File: config.mk
export PLATFORM = sky130hd
export DESIGN_NAME = dec_scan_sequencer_flat
export DESIGN_NICKNAME = d
export VERILOG_FILES = /design/src/rtl/dec_scan_if.sv /design/src/rtl/dec_scan_sequencer.sv /design/src/flat_wrapper.sv
export SDC_FILE = /design/constraint.sdc
export NUM_CORES = 1
export LEC_CHECK = 0
export ABC_AREA = 1
export CORE_UTILIZATION = 42
export CTS_BUF_LIST = sky130_fd_sc_hd__clkbuf_2
export CTS_CLUSTER_DIAMETER = 40
export DETAILED_ROUTE_END_ITERATION = 10
export MAX_ROUTING_LAYER = met4
export PLACE_DENSITY = 0.64
export SETUP_SLACK_MARGIN = 0.05
export SLEW_MARGIN = 5
export SYNTH_ARGS = -nofsm -noshare
export SYNTH_HDL_FRONTEND = slang
export SYNTH_SLANG_ARGS = --single-unit
File: constraint.sdc
create_clock -name clk -period 2.27 [get_ports clk]
set_clock_uncertainty 0.2 [all_clocks]
set_input_delay 0.3405 -clock clk [delete_from_list [all_inputs] [get_ports clk]]
set_output_delay 0.3405 -clock clk [all_outputs]
set_load 0.01 [all_outputs]
File: src/rtl/dec_scan_if.sv
// Handshake bundle between a scan controller (master) and the dec_scan_sequencer (slave).
interface dec_scan_if #(
  parameter int SEL_W   = 3,
  parameter int DWELL_W = 8
);
  localparam int NCH = 1 << SEL_W;

  logic               start;
  logic               stop;
  logic               cont;
  logic [NCH-1:0]     mask;
  logic [DWELL_W-1:0] dwell;
  logic [SEL_W-1:0]   sel;
  logic               enable;
  logic               busy;
  logic               done;

  modport master (output start, stop, cont, mask, dwell,
                  input  sel, enable, busy, done);
  modport slave  (input  start, stop, cont, mask, dwell,
                  output sel, enable, busy, done);
endinterface

File: src/rtl/dec_scan_sequencer.sv
// Sweeps decoder8 select over a channel mask with per-channel dwell and
// break-before-make switching (OFF drops enable, SWITCH moves sel).
module dec_scan_sequencer #(
  parameter int SEL_W   = 3,
  parameter int DWELL_W = 8
) (
  input  logic      clk,
  input  logic      rst_n,
  dec_scan_if.slave bus
);
  localparam int NCH = 1 << SEL_W;

  typedef enum logic [1:0] {IDLE, ACTIVE, OFF, SWITCH} state_t;

  state_t             state_q, state_d;
  logic [SEL_W-1:0]   sel_q, sel_d;
  logic               en_q, en_d;
  logic               busy_q, busy_d;
  logic               done_q, done_d;
  logic               pend_q, pend_d;
  logic [DWELL_W-1:0] cnt_q, cnt_d;
  logic [NCH-1:0]     mask_q, mask_d;
  logic [DWELL_W-1:0] dwell_q, dwell_d;
  logic               cont_q, cont_d;

  // {found, index} of the lowest set bit of m at or above position from
  function automatic logic [SEL_W:0] lowest_from(input logic [NCH-1:0] m,
                                                 input logic [SEL_W:0] from);
    logic [SEL_W:0] r;
    r = '0;
    for (int i = NCH - 1; i >= 0; i--)
      if (m[i] && i >= int'(from)) r = {1'b1, i[SEL_W-1:0]};
    return r;
  endfunction

  logic [SEL_W:0] sel_inc, next_w, first_w, load_w;

  assign sel_inc = {1'b0, sel_q} + (SEL_W+1)'(1);
  assign next_w  = lowest_from(mask_q, sel_inc);
  assign first_w = lowest_from(mask_q, '0);
  assign load_w  = lowest_from(bus.mask, '0);

  always_comb begin
    state_d = state_q;
    sel_d   = sel_q;
    en_d    = en_q;
    busy_d  = busy_q;
    done_d  = 1'b0;
    pend_d  = pend_q;
    cnt_d   = cnt_q;
    mask_d  = mask_q;
    dwell_d = dwell_q;
    cont_d  = cont_q;

    if (busy_q && bus.stop) pend_d = 1'b1;

    case (state_q)
      IDLE: begin
        if (bus.start && !bus.stop) begin
          mask_d  = bus.mask;
          dwell_d = bus.dwell;
          cont_d  = bus.cont;
          if (bus.mask == '0) begin
            done_d = 1'b1;
          end else begin
            state_d = ACTIVE;
            sel_d   = load_w[SEL_W-1:0];
            en_d    = 1'b1;
            busy_d  = 1'b1;
            cnt_d   = bus.dwell;
          end
        end
      end
      ACTIVE: begin
        if (cnt_q == '0) begin
          state_d = OFF;
          en_d    = 1'b0;
          // done is registered, so the OFF-cycle decision is made here; a stop
          // arriving this cycle is already pending by the time OFF acts on it
          done_d  = !next_w[SEL_W] || pend_q || bus.stop;
        end else begin
          cnt_d = cnt_q - DWELL_W'(1);
        end
      end
      OFF: begin
        if (next_w[SEL_W] && !pend_q) begin
          state_d = SWITCH;
          sel_d   = next_w[SEL_W-1:0];
        end else if (!next_w[SEL_W] && cont_q && !pend_q) begin
          state_d = SWITCH;
          sel_d   = first_w[SEL_W-1:0];
        end else begin
          state_d = IDLE;
          busy_d  = 1'b0;
          pend_d  = 1'b0;
        end
      end
      SWITCH: begin
        state_d = ACTIVE;
        en_d    = 1'b1;
        cnt_d   = dwell_q;
      end
      default: state_d = IDLE;
    endcase
  end

  always_ff @(posedge clk or negedge rst_n) begin
    if (!rst_n) begin
      state_q <= IDLE;
      sel_q   <= '0;
      en_q    <= 1'b0;
      busy_q  <= 1'b0;
      done_q  <= 1'b0;
      pend_q  <= 1'b0;
      cnt_q   <= '0;
      mask_q  <= '0;
      dwell_q <= '0;
      cont_q  <= 1'b0;
    end else begin
      state_q <= state_d;
      sel_q   <= sel_d;
      en_q    <= en_d;
      busy_q  <= busy_d;
      done_q  <= done_d;
      pend_q  <= pend_d;
      cnt_q   <= cnt_d;
      mask_q  <= mask_d;
      dwell_q <= dwell_d;
      cont_q  <= cont_d;
    end
  end

  assign bus.sel    = sel_q;
  assign bus.enable = en_q;
  assign bus.busy   = busy_q;
  assign bus.done   = done_q;
endmodule

File: src/flat_wrapper.sv
// flat-port wrapper written by rule: the top's interface ports become plain ports
module dec_scan_sequencer_flat 
#(
  parameter int SEL_W   = 3,
  parameter int DWELL_W = 8
)
  (clk, rst_n, bus_start, bus_stop, bus_cont, bus_mask, bus_dwell, bus_sel, bus_enable, bus_busy, bus_done);
  dec_scan_if #(.SEL_W(SEL_W), .DWELL_W(DWELL_W)) bus_i ();
  input  logic clk;
  input  logic rst_n;
  input wire logic [$bits(bus_i.start)-1:0] bus_start;
  input wire logic [$bits(bus_i.stop)-1:0] bus_stop;
  input wire logic [$bits(bus_i.cont)-1:0] bus_cont;
  input wire logic [$bits(bus_i.mask)-1:0] bus_mask;
  input wire logic [$bits(bus_i.dwell)-1:0] bus_dwell;
  output wire logic [$bits(bus_i.sel)-1:0] bus_sel;
  output wire logic [$bits(bus_i.enable)-1:0] bus_enable;
  output wire logic [$bits(bus_i.busy)-1:0] bus_busy;
  output wire logic [$bits(bus_i.done)-1:0] bus_done;
  assign bus_i.start = bus_start;
  assign bus_i.stop = bus_stop;
  assign bus_i.cont = bus_cont;
  assign bus_i.mask = bus_mask;
  assign bus_i.dwell = bus_dwell;
  assign bus_sel = bus_i.sel;
  assign bus_enable = bus_i.enable;
  assign bus_busy = bus_i.busy;
  assign bus_done = bus_i.done;
  dec_scan_sequencer #(.SEL_W(SEL_W), .DWELL_W(DWELL_W)) u_core (.clk(clk), .rst_n(rst_n), .bus(bus_i));
endmodule
==> flow_summary_export.csv <==
group,metric,value,unit
layout,final_common_cell,"nand2_1",
floorplan,fp.coreArea,4850,sq um
sta,rsz0062_at_grt,"false",
clock_tree,clk_pin_slew,0.19,ns
placed_design,post-dp-hpwl,3560,um
clock_tree,clock_path_buffers,2,
worst_hold_path,hold_path_class,"in -> async",
outcome,status,"finished clean",
sta,period_needed,2.09,ns
layout,area_growth,26.1,%
setup_path,crit_chain,"ha_4, inv_1, nand2_2, nand2_1, nand2_2, nand2_2, nand2_4, o21bai_2, nand2_2, o21bai_4, buf_4, nand2_1, nand2_1",
synth,synthFlopType,"dfrtp_1",
placed_design,place_area,2530,sq um
layout,layout_common_cells,"nand2_1, inv_1, dfrtp_1",
synth,yosys_warnings,0,
floorplan,die_area,5460,sq um
clock_tree,htreeDepth,2,
sta,fin_tns_setup,0,ns
detailed_routing,drtPass1Iterations,4,
synth,synthesis.area,2170,sq um
setup_path,cpMostUsedCell,"nand2_2",
layout,final_area,2740,sq um
detailed_routing,ant_nets,0,
synth,synthesis.nets,322,
synth,synth.avg_cell_area,7.41,sq um
pwr,leakage,1.37,nW
sta,post-route-period-util,92.1,%
global_routing,grt_max_degree,35,
global_routing,grt_pass1_wl,7830,um
setup_path,cp.arrival,2.24,ns
pwr,p_total,0.00118,W
clock_tree,numCtsBuffers,5,
layout,seq_area,853,sq um
detailed_routing,drtIter0Drc,115,
floorplan,fp-row-count,25,
setup_path,crit_type,"reg -> reg",
pwr,p_per_area,432,nW/um^2
clock_tree,clk_latency,0.39,ns
global_routing,antenna_found_initial,0,
detailed_routing,vias,1972,
sta,fin_hold_ws,0.123,ns
synth,async_flop_share,100,%
floorplan,start_util,44.8,%
sta,finalSetupViolCount,0,
detailed_routing,wl_per_cell,12.0,um
layout,layout.nets,361,
setup_path,critPathMaxStageDelay,0.51,ns
floorplan,fp.dieW,73.9,um
synth,synth_edf_count,0,
global_routing,grt_pass1_vias,1726,
setup_path,critPathLaunchType,"flip-flop",
synth,synthDistinctLibCells,32,
sta,worstMarginPinSlew,0.481,ns
sta,relSlewSlack,67.9,%
layout,antenna_cells,0,
setup_path,crit_path_end_kind,"flip-flop",
global_routing,grt_usage,19.8,%
placed_design,portBuffers,26,
synth,postSynthCellCount,293,
sta,slew_violations,0,
layout,final_layout_size_suffix_gt1_share,17.1,%
layout,multi_input_area,1190,sq um
synth,yosysSeqAreaShare,39.2,%
clock_tree,clock-sinks,34,
setup_path,cp.required,2.42,ns
clock_tree,cts_root_buffer,"clkbuf_2",
job,max_cap_viol_count,0,
pwr,peakVddDrop,0.474,mV
detailed_routing,drc,0,
setup_path,critPathMaxFanout,6,
detailed_routing,via_per_inst,4.93,
synth,synth-seq-cells,34,
global_routing,grt_overflow_total,0,
floorplan,ioPinCount,27,
clock_tree,cts_tree,"done",
setup_path,rrSetupSlack,0.18,ns
layout,fillers,457,
clock_tree,postCtsHoldBufs,0,
placed_design,finalWeightedCongestion,0.848,
sta,hold_violations,0,
setup_path,crit_slowest_cell,"dfrtp_2",
detailed_routing,wl,4810,um
sta,fmax,0.478,GHz
floorplan,die_h,73.9,um
[metal layers]
layer,wire [um],up-vias,GRT usage (%)
met4,63,0,5.77
met1,2520,899,29.3
met3,186,7,4.12
met5,0,-,-
li1,-,1028,-
met2,2040,38,27.0
[where the power goes]
part,internal [W],switching [W],total (W),leakage [nW]
registers,0.000606,0,0.000606,0.436
logic,0.0000360,0.0000298,0.0000658,0.882
clock network,0.000294,0.000217,0.000511,0.0506
[cells in the mapped netlist, types with 2 or more instances]
library cell / number / area [sq um]
a21oi_1: 10 / 50.1
a22oi_1: 7 / 52.6
a31oi_1: 6 / 37.5
buf_2: 2 / 10.0
buf_4: 2 / 15.0
clkbuf_1: 2 / 7.51
dfrtp_1: 34 / 851
ha_1: 8 / 100
inv_1: 45 / 169
mux2_2: 9 / 101
nand2_1: 80 / 300
nand2_2: 6 / 37.5
nand3_1: 11 / 55.1
nand4_1: 5 / 31.3
nor2_1: 26 / 97.6
o211ai_1: 2 / 15.0
o21ai_0: 20 / 100
o21ai_1: 2 / 10.0
o31ai_1: 3 / 22.5
[final cells by class]
type                    count  area share, %
multi-input cells         207           43.3
flip-flops and latches     34           31.2
repair buffers             38           12.9
inverters                  46           6.30
well taps                  67           3.06
clock inverters             3           2.33
clock buffers               5          0.914
[metrics by stage]
stage                     cells  setup slack (ns)  util, %
after CTS                   394            0.0648     54.0
after detailed placement    386           0.00922     52.2
final                       400             0.179     56.5
after global placement      386            0.0662     52.2
after global routing        400            0.0437     56.5
after floorplan             293             0.323        -
[worst paths after layout]
path                              startpoint                 to  depth (start not counted)
min reg2reg                u_core.dwell_q[5]  u_core.dwell_q[5]                          1
min in group clk                bus_dwell[1]    u_core.cnt_q[1]                          3
max reg2reg                u_core.bus.sel[1]  u_core.bus.sel[2]                         13
max                        u_core.bus.sel[1]  u_core.bus.sel[2]                         13
max in group asynchronous              rst_n  u_core.bus.sel[1]                          2
min                                    rst_n  u_core.dwell_q[6]                          2
[cell families (layout without fill, tap and decap cells)]
group | count (synthesis) | in the layout | synth area share (%)
xor gates and xnor gates | 1 | 1 | 0.403
AOI/OAI and AO/OA | 56 | 56 | 16.1
buffers and inverters | 52 | 92 | 9.45
DFF | 34 | 34 | 39.2
and+or+nand+nor | 133 | 133 | 25.6
adders and majority gates | 8 | 8 | 4.61
muxes | 9 | 9 | 4.67
[worst max-delay path: cells and delay by family (launching register included)]
| kind | cells | cell delay (ns) |
|---|---|---|
| fa+ha+maj | 1 | 0.19 |
| simple gates | 8 | 0.54 |
| flops | 1 | 0.51 |
| buf+inv | 2 | 0.22 |
| compound gates | 2 | 0.37 |
[state kept, by name, summed over array words and instances, names as in the netlist]
| register | count |
|---|---|
| u_core.bus.busy | 1 |
| u_core.bus.done | 1 |
| u_core.bus.enable | 1 |
| u_core.bus.sel | 3 |
| u_core.cnt_q | 8 |
| u_core.cont_q | 1 |
| u_core.dwell_q | 8 |
| u_core.mask_q | 8 |
| u_core.pend_q | 1 |
| u_core.state_q | 2 |
[what timing repair did]
| item | 4_1_cts | 5_1_grt |
|---|---|---|
| buffers inserted | 0 | 6 |
| setup endpoints to repair | 0 | 7 |
| gates resized for setup | 0 | 21 |
No activity file was read; power rests on OpenSTA's default activity.
==> variant 1: new RTL, config.mk and constraints unchanged <==
`DWELL_W` is set to 8 in 3 places; all go to 6.
--- a/src/rtl/dec_scan_if.sv
+++ b/src/rtl/dec_scan_if.sv
@@ -3,3 +3,3 @@
   parameter int SEL_W   = 3,
-  parameter int DWELL_W = 8
+  parameter int DWELL_W = 6
 );
--- a/src/rtl/dec_scan_sequencer.sv
+++ b/src/rtl/dec_scan_sequencer.sv
@@ -4,3 +4,3 @@
   parameter int SEL_W   = 3,
-  parameter int DWELL_W = 8
+  parameter int DWELL_W = 6
 ) (
--- a/src/flat_wrapper.sv
+++ b/src/flat_wrapper.sv
@@ -4,3 +4,3 @@
   parameter int SEL_W   = 3,
-  parameter int DWELL_W = 8
+  parameter int DWELL_W = 6
 )
Interface: changed (resized bus_dwell); port bits go from 27 to 25. No check against the original RTL was run, so the function may have changed too.
==> variant 1 against the unedited design <==
Design area down 12%. Synthesized area is 9.7% lower. Non-clock buffer count shrank 5. Setup slack better by 0.038 ns. Maximum frequency rose by 1.9%. Via count shrank 9.4%. Count of clock-buffer cells in the layout is the same. Hold slack improved by 0.026 ns. Die area shrank 9.4%. Final cell count decreased by 11%. Sequential cell count decreased by 4. Routed wire length shrank 10%. Highest routed layer unchanged.
Power is left out: it rests on default switching activity, and per cell area and clock period it moved more than threefold.
==> variant 1: results (changes against the unedited design) <==
[setup_path]
reg2regPathDepth=12  ; -1
cp-startpoint=u_core.bus.sel[0]
reg2reg_slack_ns=0.22  ; +0.04 ns

[status]
outcome=complete, no violations

[finish]
clk_share_pct=2.44  ; -0.80 points
reg_top3=u_core.mask_q (8), u_core.cnt_q (6), u_core.dwell_q (6)
num-nonclk-inverters=45  ; -2.2%
ff_latch_area_sq_um=753  ; -12%
n_all_buffers=33  ; -13%
multi_input_cells=190  ; -8.2%
nonClkBufAreaFrac_pct=12.8  ; -0.16 points
drive_above_1_share_pct=14.1  ; -3.0 points
multiInputGateArea_sq_um=1060  ; -11%

[placement]
placedCellCount=347  ; -10%
pre_cts_ws_ns=0.0525  ; +0.0432 ns
portBuffers=24  ; -7.7%

[grt]
grt_pass1_wl_mm=7.96  ; +1.6%

[yosys]
ys_ff_latch=30  ; -12%
synth_commonest_cells=nand2_1 (74), inv_1 (44), dfrtp_1 (30), o21ai_0 (25), nor2_1 (20)
ys_types=33  ; +3.1%
ys_seq_area_share_pct=38.3  ; -0.91 points
synth_area_leaders=dfrtp_1 (38%), nand2_1 (14%), inv_1 (8.4%), o21ai_0 (6.4%), ha_1 (5.1%)
syn-num-nets=296  ; -8.1%

[route]
vias=1786  ; -9.4%
vias_per_cell=5.00  ; +1.5%
finalWirelength_mm=4.33  ; -10%

[timing]
tightestPinTransition_ns=0.390  ; -0.0915 ns
max_freq_mhz=487  ; +1.9%

[cts]
clk_latency_ns=0.36  ; -0.03 ns

## variant 1: changes by cell type after synthesis, sizes merged, moves of 4 or more
cell	before	now
mux2	9	5
a21oi	10	5
a31oi	6	2
dfrtp	34	30
o21ai	23	28
nor2	27	22
nand2	86	81
## variant 1: metrics by stage
step | util, % | instance area (sq um)
finish | 54.6 | 2410
global placement | 51.9 | 2290
CTS | 53.3 | 2350
floorplan | - | 1960
detailed placement | 51.9 | 2290
global route | 54.6 | 2410
## variant 1: layer usage
metal  up-vias  wire length, um  GRT usage (%)
met1       792             2310           30.6
met5         -                0              -
met2        48             1750           29.2
li1        940                -              -
met4         0               56           6.67
met3         6              217           4.62
## variant 1: kinds of logic (layout without fill, tap and decap cells)
family,count (synthesis),after routing,share of synthesized area (%)
AOI/OAI and AO/OA,51,51,16.4
buffers and inverters,49,85,9.63
DFF,30,30,38.3
muxes,5,5,2.87
and+or+nand+nor,126,126,27.7
adders and majority gates,8,8,5.10
==> variant 2: new RTL, config.mk and constraints unchanged <==
Made on the original files. Encoding of `state_t`: now one-hot (4 bits for 4 states).
--- a/src/rtl/dec_scan_sequencer.sv
+++ b/src/rtl/dec_scan_sequencer.sv
@@ -12,3 +12,3 @@
 
-  typedef enum logic [1:0] {IDLE, ACTIVE, OFF, SWITCH} state_t;
+  typedef enum logic [3:0] {IDLE = 4'b0001, ACTIVE = 4'b0010, OFF = 4'b0100, SWITCH = 4'b1000} state_t;
 
Function: no difference found for any inputs over 10 cycles, from zero or initial values and one cycle with rst_n low; not proved beyond that.
==> variant 2 against the unedited design <==
Die area increased by 3.5%. Routed wire length increased by 9.1%. Design area increased by 1.7%. Register-to-register slack got worse by 0.05 ns. Maximum frequency decreased by 2.6%. Synthesized area increased by 3.6%. Final cell count increased by 3.0%. Highest routed layer unchanged. Sequential cell count increased by 2. Synthesized cell count increased by 1.4%. Setup slack got worse by 0.056 ns.
Power is not compared: it rests on default switching activity, and its combinational part moved more than twofold at a synthesized area within 25%.
==> variant 2: results (changes against the unedited design) <==
[status]
outcome=complete, no violations

[setup_path]
slowest_stage=dfrtp_2
crit_family=buffers and inverters
reg2reg_slack_ns=0.13  ; -0.05 ns
path_max_fanout=4  ; -2
slowest_delay_ns=0.48  ; -0.03 ns
cp.arrival_ns=1.61  ; -0.63 ns

[timing]
layout_min_cycle_time_ns=2.15  ; +0.0557 ns
relSlewSlack_pct=68.3  ; +0.49 points

[route]
dr.first_iter.drc_count=123  ; +7.0%
dr_wl_met3_um=143  ; -23%
finalWirelength_mm=5.25  ; +9.1%
dr.pass1.iters=4  ; unchanged
highest-signal-layer=met4
dr_wl_met2_mm=2.59  ; +27%
wl_met1_mm=2.47  ; -2.0%
vias=2022  ; +2.5%

[grt]
grt_pass1_vias=1939  ; +12%
grt_pass1_wl_mm=8.64  ; +10%
grtUsageTotal_pct=20.9  ; +1.1 points
grt_max_degree=37  ; +5.7%
antenna_found_initial=0  ; unchanged

[placement]
pre_cts_ws_ns=-0.0183  ; -0.0276 ns
routabilityCongestion=0.877  ; +3.4%
portBuffers=26  ; unchanged
place_hpwl_mm=3.84  ; +7.9%

[yosys]
ys_types=37  ; +16%
ys_seq_area_share_pct=40.1  ; +0.91 points
synthFlopType=dfrtp_1
synth_area_leaders=dfrtp_1 (39%), nand2_1 (12%), inv_1 (8.2%), o21ai_0 (4.9%), nor2_1 (3.8%)
async_reset_ff_share_pct=100  ; unchanged
synth_commonest_cells=nand2_1 (69), inv_1 (49), dfrtp_1 (35), nor2_1 (23), o21ai_0 (22)
synth_top_area_share_pct=38.9  ; -0.26 points

[cts]
numCtsBuffers=5  ; unchanged
cts_root_buf=clkbuf_2
cts_buffer_depth=2  ; unchanged
path_clk_slew_ns=0.20

[finish]
reg_top3=u_core.cnt_q (8), u_core.dwell_q (8), u_core.mask_q (8)
drive_above_1_share_pct=19.3  ; +2.2 points
diodes=0  ; unchanged
nFillCells=528  ; +16%
finalNetCount=366  ; +1.4%

[pwr]
ir_drop_mv=0.468

variant 2: cell count changes after synthesis, sizes merged, moves of 5 or more:
cell	before	now
o21ai	23	30
nand3	12	19
nand2	86	76
a22oi	7	1
inv	46	55
mux2	9	4
variant 2: path summary, 6_finish.rpt:
| kind | start | to | cells after the start |
|---|---|---|---|
| min in group clk | bus_dwell[5] | u_core.dwell_q[5] | 3 |
| hold / removal | rst_n | u_core.state_q[3] | 3 |
| setup / recovery | u_core.bus.sel[0] | bus_sel[0] | 3 |
| hold reg to reg | u_core.dwell_q[0] | u_core.dwell_q[0] | 2 |
| max in group asynchronous | rst_n | u_core.state_q[0] | 3 |
| setup reg to reg | u_core.bus.sel[0] | u_core.bus.sel[0] | 15 |
variant 2: layout make-up:
cell class | count | area share (%)
Inverter | 56 | 7.64
Sequential cell | 36 | 32.5
Tap cell | 70 | 3.14
Clock inverter | 2 | 0.449
Multi-Input combinational cell | 201 | 41.5
Timing Repair Buffer | 41 | 13.7
Clock buffer | 6 | 1.08
variant 2: logic make-up (layout without fill, tap and decap cells):
kind of cell             Yosys count  in the layout  share of synthesized area (%)
AO/OA/AOI/OAI                     59             59                           15.8
XOR/XNOR                           2              2                          0.778
adder cells (fa/ha/maj)            4              4                           2.22
buffers and inverters             60            105                           10.4
flip-flops                        36             36                           40.1
multiplexers                       4              4                           2.00
AND/OR/NAND/NOR                  132            132                           28.7
variant 2: worst min-delay path, cell delays in order:
cell and delay [ns]:
dlygate4sd3_1 0.52, buf_2 0.09, buf_4 0.40
variant 2: per-stage QoR:
stage                     std cells  setup TNS (ns)  hold WS (ns)  total power (uW)  instance area [sq um]
after global routing            412               0         0.295              3520                   2790
final                           412               0         0.289              3220                   2790
after floorplan                 297               0        -0.155              2290                   2250
after CTS                       406               0         0.278              3050                   2690
after detailed placement        396         -0.0183         0.220              2720                   2620
after global placement          396               0         0.220              2680                   2620
variant 2: power by group:
part | switching [uW] | leakage (uW) | internal, uW | total (uW)
combinational | 972 | 0.000905 | 771 | 1740
sequential | 251 | 0.000432 | 918 | 1170
clock | 231 | 0.0000290 | 78.6 | 310
total | 1450 | 0.00137 | 1770 | 3220
variant 2: repair_timing:
item / 4_1_cts / 5_1_grt
buffers inserted: 1 / 6
pin swaps: 0 / 6
cloned: 0 / 0
resized for setup: 2 / 13
endpoints found under the setup margin: 3 / 8
hold endpoints to repair: 35 / 0
hold buffers: 1 / 0
variant 2: layer usage:
layer	GRT usage (%)	vias up
met5	-	-
met1	26.7	944
met2	34.6	32
met3	4.15	4
met4	4.53	0
li1	-	1042
